===== src/rtl/uart_prog_ctrl.sv =====
// rtl/uart_prog_ctrl.sv - UART program-download sequencer steering words into imem/dmem
// Holds the CPU during download and pulses a PC restart once the transfer completes.
module uart_prog_ctrl #(
  parameter logic [31:0] TIMEOUT_CYCLES = 32'd100_000_000,
  parameter int          CNT_W          = 16
) (
  input  logic             clk_i,
  input  logic             rst_i,
  input  logic             req_i,
  input  logic             upg_wen_i,
  input  logic [14:0]      upg_adr_i,
  input  logic [31:0]      upg_dat_i,
  input  logic             upg_done_i,
  output logic             upg_rst_o,
  output logic             cpu_hold_o,
  output logic             imem_wen_o,
  output logic             dmem_wen_o,
  output logic [13:0]      mem_adr_o,
  output logic [31:0]      mem_dat_o,
  output logic             pc_reset_o,
  output logic [CNT_W-1:0] imem_cnt_o,
  output logic [CNT_W-1:0] dmem_cnt_o,
  output logic [1:0]       status_o
);

  typedef enum logic [2:0] {
    ST_IDLE,
    ST_LOAD,
    ST_FLUSH,
    ST_RELEASE,
    ST_ERROR
  } state_t;

  localparam logic [CNT_W-1:0] CNT_ONE = {{(CNT_W-1){1'b0}}, 1'b1};

  state_t      state;
  state_t      state_nxt;
  logic        wen_prev;
  logic [31:0] tmo_cnt;
  logic        rise;
  logic        timeout;
  logic        start;

  // The edge register only tracks the strobe while loading, so a strobe already
  // high when LOAD is entered still counts as a fresh word.
  assign rise    = (state == ST_LOAD) && upg_wen_i && !wen_prev;
  assign timeout = !rise && (tmo_cnt == TIMEOUT_CYCLES - 32'd1);

  always_ff @(posedge clk_i) begin
    if (rst_i) state <= ST_IDLE;
    else       state <= state_nxt;
  end

  always_comb begin
    state_nxt  = state;
    upg_rst_o  = 1'b1;
    cpu_hold_o = 1'b1;
    pc_reset_o = 1'b0;
    start      = 1'b0;
    case (state)
      ST_IDLE: begin
        cpu_hold_o = 1'b0;
        if (req_i) begin
          state_nxt = ST_LOAD;
          start     = 1'b1;
        end
      end
      ST_LOAD: begin
        upg_rst_o = 1'b0;
        if (upg_done_i)   state_nxt = ST_FLUSH;
        else if (timeout) state_nxt = ST_ERROR;
      end
      ST_FLUSH:   state_nxt = ST_RELEASE;
      ST_RELEASE: begin
        pc_reset_o = 1'b1;
        state_nxt  = ST_IDLE;
      end
      ST_ERROR: begin
        if (req_i) begin
          state_nxt = ST_LOAD;
          start     = 1'b1;
        end
      end
      default: state_nxt = ST_IDLE;
    endcase
  end

  always_ff @(posedge clk_i) begin
    if (rst_i) begin
      wen_prev   <= 1'b0;
      tmo_cnt    <= 32'd0;
      imem_wen_o <= 1'b0;
      dmem_wen_o <= 1'b0;
      mem_adr_o  <= 14'd0;
      mem_dat_o  <= 32'd0;
      imem_cnt_o <= '0;
      dmem_cnt_o <= '0;
      status_o   <= 2'd0;
    end else begin
      imem_wen_o <= 1'b0;
      dmem_wen_o <= 1'b0;
      wen_prev   <= (state == ST_LOAD) && upg_wen_i;

      if (start) begin
        tmo_cnt    <= 32'd0;
        imem_cnt_o <= '0;
        dmem_cnt_o <= '0;
        status_o   <= 2'd1;
      end else if (state == ST_LOAD) begin
        tmo_cnt <= rise ? 32'd0 : tmo_cnt + 32'd1;
      end

      if (rise) begin
        mem_adr_o <= upg_adr_i[13:0];
        mem_dat_o <= upg_dat_i;
        if (upg_adr_i[14]) begin
          dmem_wen_o <= 1'b1;
          if (dmem_cnt_o != '1) dmem_cnt_o <= dmem_cnt_o + CNT_ONE;
        end else begin
          imem_wen_o <= 1'b1;
          if (imem_cnt_o != '1) imem_cnt_o <= imem_cnt_o + CNT_ONE;
        end
      end

      if (state == ST_LOAD && state_nxt == ST_ERROR) status_o <= 2'd3;
      if (state == ST_RELEASE)                       status_o <= 2'd2;
    end
  end

endmodule


===== config.mk =====
export PLATFORM = sky130hd
export DESIGN_NAME = uart_prog_ctrl
export DESIGN_NICKNAME = d
export VERILOG_FILES = /design/src/rtl/uart_prog_ctrl.sv
export SDC_FILE = /design/constraint.sdc
export NUM_CORES = 1
export LEC_CHECK = 0
export ABC_AREA = 1
export ABC_CLOCK_PERIOD_IN_PS = 1650
export BUFFER_PORTS_ARGS = -buffer_cell sky130_fd_sc_hd__buf_4
export CAP_MARGIN = 25
export CORE_MARGIN = 10
export CORE_UTILIZATION = 45
export CTS_BUF_LIST = sky130_fd_sc_hd__clkbuf_2
export DETAILED_ROUTE_END_ITERATION = 12
export HOLD_SLACK_MARGIN = 0.15
export PLACE_DENSITY = 0.75
export SLEW_MARGIN = 20
export SYNTH_ARGS = -nofsm -noshare
export SYNTH_HDL_FRONTEND = slang
export SYNTH_SLANG_ARGS = --single-unit
export TNS_END_PERCENT = 5

===== constraint.sdc =====
create_clock -name clk_i -period 1.65 [get_ports clk_i]
set_input_delay 0.495 -clock clk_i [delete_from_list [all_inputs] [get_ports clk_i]]
set_output_delay 0.495 -clock clk_i [all_outputs]
set_load 0.005 [all_outputs]

======== Word-level counts from Yosys, hierarchy flattened ========
Index checks and enable logic that the tools add are counted.
word-level totals
  flip-flop bits (word level) ............. 118
  input port bits ......................... 52
  output and inout port bits .............. 85
  word-level logic and storage cells ...... 59
cells by class
  add/subtract/negate cells ............... 3
  eq/ne operators ......................... 8
  mux-type cells .......................... 23
  bitwise gates (word level) .............. 1
  reduce and logical (&&, ||, !) cells .... 13
operator list
  kind                                                                      number
  16-bit 2-to-1 mux                                                         8
  16-bit by 1-bit adder with 16-bit output (second input constant)          2
  32-bit by 1-bit adder with 32-bit output (second input constant)          1
  32-bit by 27-bit equality test with 1-bit output (second input constant)  1
  32-bit 2-to-1 mux                                                         1
  16-bit != test (second input constant)                                    2
  3-bit 2-to-1 mux                                                          3
  3-bit one-hot mux with 3 select lines                                     1
  2-bit OR reduction                                                        4
  1-bit 2-to-1 mux                                                          7
  3-bit by 2-bit equality test with 1-bit output (second input constant)    2
  3-bit equality test (second input constant)                               2
  2-bit 2-to-1 mux                                                          3
  1-bit logical AND                                                         4
  3-bit by 1-bit equality test with 1-bit output (second input constant)    1
  3-bit logical NOT                                                         1
  3-bit nonzero test                                                        1
  1-bit logical NOT                                                         2
  2-bit nonzero test                                                        1
  1-bit NOT                                                                 1

======== Depth between registers and ports, before layout ========
  word-level depth ........................ 12
  mapped depth ............................ 10
  depth with buffers taken out ............ 10

======== Least setup slack after synthesis ========
Ideal clock, no wire load.
  path type ............................... reg2reg
  start point ............................. register imem_cnt_o[0]
  end point ............................... register imem_cnt_o[3]
  library setup time ...................... 0.117 ns
  data arrival time ....................... 1.530 ns
  data required time ...................... 1.533 ns
  path slack .............................. 0.003 ns
  cell stages (with the launch flop) ...... 10
  buffers on the path ..................... 1
  clock period less this slack ............ 1.647 ns
  path through ............................ dfxtp_1 > ha_1 > nand3_1 > nor2_2 > nand4_1 > nand2_2 > nand2_4 > buf_6 > o21ai_0 > nor2_1
between the ends
  cells in the longest elaborated chain, start to end .. 4
ends and longest elaborated chain
  item                                                                        line  RTL
  start, declared                                                             21    output logic [CNT_W-1:0] imem_cnt_o,
  start signal, assigned                                                      121   if (imem_cnt_o != '1) imem_cnt_o <= imem_cnt_o + CNT_ONE;
  16-bit by 1-bit adder with 16-bit output or 16-bit != test (tied branches)  121
  16-bit 2-to-1 mux *                                                         121
  16-bit 2-to-1 mux *                                                         116   if (upg_adr_i[14]) begin
  16-bit 2-to-1 mux *                                                         113   if (rise) begin
Mark *: on every way between the ends. The rest lies on a longest branch, timed or not.
A chain may end at the register's enable or synchronous reset.

======== Worst setup path in the final report ========
  start point ............................. register state[0]
  end point ............................... output port upg_rst_o
between the ends
  cells in the longest elaborated chain, start to end .. 2
ends and longest elaborated chain
  item                                            line  RTL
  start, declared                                 36    state_t state;
  start signal, assigned                          51    else state <= state_nxt;
  3-bit by 1-bit equality test with 1-bit output  60    case (state)
  1-bit 2-to-1 mux                                60
  end, declared                                   14    output logic upg_rst_o,
No other way between the ends.

==> impl_metrics.tcl <==
set metrics [dict create \
    run_status "complete, but fails checks" \
    violations_in_the_final_reports "negative setup slack" \
    crit_path_end_kind "output pin" \
    grt_max_degree 52 \
    cts_max_level 4 \
    first_pass_iters 5 \
    register_bit_total_from_synthesis 118 \
    grt_first_pass_wirelength_um 32830 \
    critical_path_peak_fanout 2 \
    synth-seq-area-share_pct 40.68 \
    slew_headroom_pct 69.37 \
    grt_most_used_layer "met2" \
    synthToLayoutAreaGrowth_pct 54.77 \
    critPathArrivalTime_ns 1.52 \
    post_synth_instance_area_um2 5807 \
    most_frequent_cells_in_the_layout "sky130_fd_sc_hd__nand2_1, sky130_fd_sc_hd__buf_4, sky130_fd_sc_hd__nor2_1, sky130_fd_sc_hd__a21oi_1, sky130_fd_sc_hd__buf_6" \
    area_share_of_the_largest_cell_type_after_synthesis_pct 40.68 \
    clkTransAtPathRegs_ns 0.21 \
    cell_internal_pwr_w 0.003926 \
    share_clk_of_total_power_pct 30.5 \
    finalHoldViolations 0 \
    port-buffer-count 136 \
    grt_antenna_before_repair 0 \
    diodes 0 \
    globalRoute.totalOverflow 0 \
    sequential_cell_area_um2 2492 \
    grt_pass1_vias 6706 \
    synth.area.top_cells "sky130_fd_sc_hd__dfxtp_1, sky130_fd_sc_hd__nand2_1, sky130_fd_sc_hd__a21oi_1, sky130_fd_sc_hd__nor2_1, sky130_fd_sc_hd__inv_1" \
    core_region_area_um2 12620 \
    startpoint_type "flip-flop" \
    layout-drive-gt1-share_pct 33.33 \
    comb_power_share_pct 16.9 \
    path_common_cell "sky130_fd_sc_hd__buf_6" \
    grt_setup_unrepaired "yes" \
    timing.fmax_ghz 0.4968 \
    synth_top_cell_by_area "sky130_fd_sc_hd__dfxtp_1" \
    area_occupied_by_multi_input_gates_um2 3159 \
    syn_nets 949 \
    ant_nets 0 \
    finalHoldWorstSlack_ns 0.4634 \
    largest_stage_delay_on_the_critical_path_ns 0.41 \
    leakagePower_nw 3.613 \
    final_min_period_over_clock_period_pct 122.0 \
    ctsLongestPathBuffers 2 \
    die_area_um2 17850 \
    cts_sinks 118 \
    p_seq_share_pct 52.6 \
    floorplan.die.height_um 133.6 \
    most_common_cell_after_layout_fill_and_taps_aside "sky130_fd_sc_hd__nand2_1" \
    yosys_warnings 0 \
    place.detailed.hpwl_um 12910 \
    drcViolationCount 0 \
    design.final.nets 1213 \
    drt-vias-per-instance 5.177 \
    gr-usage-met1_pct 24.89 \
    cp_cell_sequence "buf_6 > nand3_4 > buf_6 > buf_6" \
    tritoncts "built" \
    worst_clock_skew_ns 0.04253 \
    finalWirelength_um 21680 \
    report.final.slew_viol_count 0 \
    initial_utilization_pct 46.01 \
    post-route-min-period_ns 2.013 \
    synthDistinctLibCells 33 \
    maxCapViolations 0 \
    detail_route.iter0.violations 518 \
    grt_use_met2_pct 37.86 \
    worst_skew_pair.late_latency_ns 0.70 \
    p_total_w 0.005649 \
    num_vias 6948 \
    nFillCells 963 \
    worst-endpoint-required_ns 1.15 \
    synthCells 894 \
    cts-buffers-inserted 17 \
    setup_viol_count_final 120 \
    hold_class "reg2reg" \
    swShare_pct 30.50 \
    preCtsSetupSlack_ns 0.0003896 \
    worst_slew_pin_slew_ns 0.4595 \
    global_route.usage.total_pct 22.13 \
    die-width_um 133.6 \
    top_level_i_o_count 137 \
    crit_type "reg2out" \
    ctsRootBufferMaster "sky130_fd_sc_hd__clkbuf_2" \
    placed_cell_area_um2 7457 \
    worst_ir_drop_vdd_mv 0.5555 \
    postSynthAreaPerCell_um2 6.495 \
    groute.layer.met3.usage_pct 8.008 \
    power_density_nw_per_um2 628.6 \
    fin_util_pct 71.22 \
    layout.cell_area.non_filler_um2 8987 \
    critPathSlowestCell "sky130_fd_sc_hd__dfxtp_2" \
    place.gp.congestion 0.9187 \
    placementRows 41 \
    routed_wire_length_per_instance_um 16.15 \
    fin_ws_ns -0.3628 \
    power_switching_w 0.001723 \
]
## what timing repair did
item | CTS | global route
hold endpoints to repair | 55 | 0
gates resized for setup | 119 | 117
pin swaps | 3 | 13
buffers inserted | 6 | 15
hold buffers | 51 | 0
endpoints found under the setup margin | 93 | 181
gates cloned | 0 | 1
## registers in the layout, indices dropped and copies added (netlist names), 2 cells and up
signal	count
tmo_cnt	32
mem_adr_o	14
dmem_cnt_o	16
state	3
mem_dat_o	32
imem_cnt_o	16
status_o	2
## logic make-up after synthesis
family | share of synthesized area, %
AOI/OAI and AO/OA | 11.87
DFF | 40.68
and+or+nand+nor | 38.01
buffers and inverters | 7.886
xor gates and xnor gates | 0.9050
adders and majority gates | 0.6465
## critical path: cells and delay by family, from the launching register on
family / cells / cell delay, ns
and+or+nand+nor: 1 / 0.06
DFF: 1 / 0.41
buffers and inverters: 3 / 0.35
## worst paths after layout
path                     from              to  depth (start not counted)  slack (ns)
hold / removal    tmo_cnt[14]     tmo_cnt[14]                          1        0.46
setup reg to reg     state[0]  dmem_cnt_o[11]                         12       -0.17
hold reg to reg   tmo_cnt[14]     tmo_cnt[14]                          1        0.46
setup / recovery     state[0]       upg_rst_o                          4       -0.36
## power by group through the flow
stage | Clock [W] | Sequential [W] | Combinational (W)
2_1_floorplan | 0 | 0.00302 | 0.000308
3_3_place_gp | 0 | 0.00301 | 0.000690
3_5_place_dp | 0 | 0.00302 | 0.000694
4_1_cts | 0.00173 | 0.00296 | 0.000853
5_1_grt | 0.00186 | 0.00298 | 0.00102
6_report | 0.00172 | 0.00297 | 0.000952
## Yosys cell counts
cell type and n:
sky130_fd_sc_hd__nand2_4 1, sky130_fd_sc_hd__a21boi_1 2, sky130_fd_sc_hd__clkbuf_1 17, sky130_fd_sc_hd__nor2_2 5
sky130_fd_sc_hd__dfxtp_1 118, sky130_fd_sc_hd__a22oi_1 1, sky130_fd_sc_hd__nand2_2 3, sky130_fd_sc_hd__nor2_4 5
sky130_fd_sc_hd__buf_2 9, sky130_fd_sc_hd__inv_2 3, sky130_fd_sc_hd__ha_1 3, sky130_fd_sc_hd__nand3_2 2
sky130_fd_sc_hd__nor3_2 1, sky130_fd_sc_hd__o31ai_1 2, sky130_fd_sc_hd__o21ai_2 2, sky130_fd_sc_hd__xnor2_1 4
sky130_fd_sc_hd__nor3_1 13, sky130_fd_sc_hd__inv_1 84, sky130_fd_sc_hd__nand2_1 287, sky130_fd_sc_hd__a31o_2 1
sky130_fd_sc_hd__nor2_1 124, sky130_fd_sc_hd__or2_2 2, sky130_fd_sc_hd__nand3b_1 1, sky130_fd_sc_hd__a21oi_1 95
sky130_fd_sc_hd__and3_1 1, sky130_fd_sc_hd__o21ai_1 8, sky130_fd_sc_hd__a21o_1 2, sky130_fd_sc_hd__o21ai_0 19
sky130_fd_sc_hd__nand4_1 27, sky130_fd_sc_hd__buf_6 2, sky130_fd_sc_hd__nand3_1 47, sky130_fd_sc_hd__nand4_4 1
sky130_fd_sc_hd__xor2_1 2
## final cells by class
class / count / share of cell area [%]
Clock buffer: 18 / 1.002
Multi-Input combinational cell: 661 / 35.15
Sequential cell: 118 / 27.73
Clock inverter: 13 / 1.225
Tap cell: 172 / 2.395
Inverter: 87 / 3.689
Timing Repair Buffer: 273 / 28.80
## per-stage QoR
stage               TNS (ns)  cells
floorplan                  0    894
global placement           0   1240
detailed placement         0   1240
CTS                   -9.492   1326
global route          -22.16   1342
finish                -8.382   1342
## routing by layer
metal,share of wire [%],wire [um],vias to the layer above
met1,38,8129,3198
met3,9.4,2044,54
met2,50,10900,310
li1,-,-,3386
met4,2.8,599,0
met5,0,0,-
(Power assumes the default switching activity.)
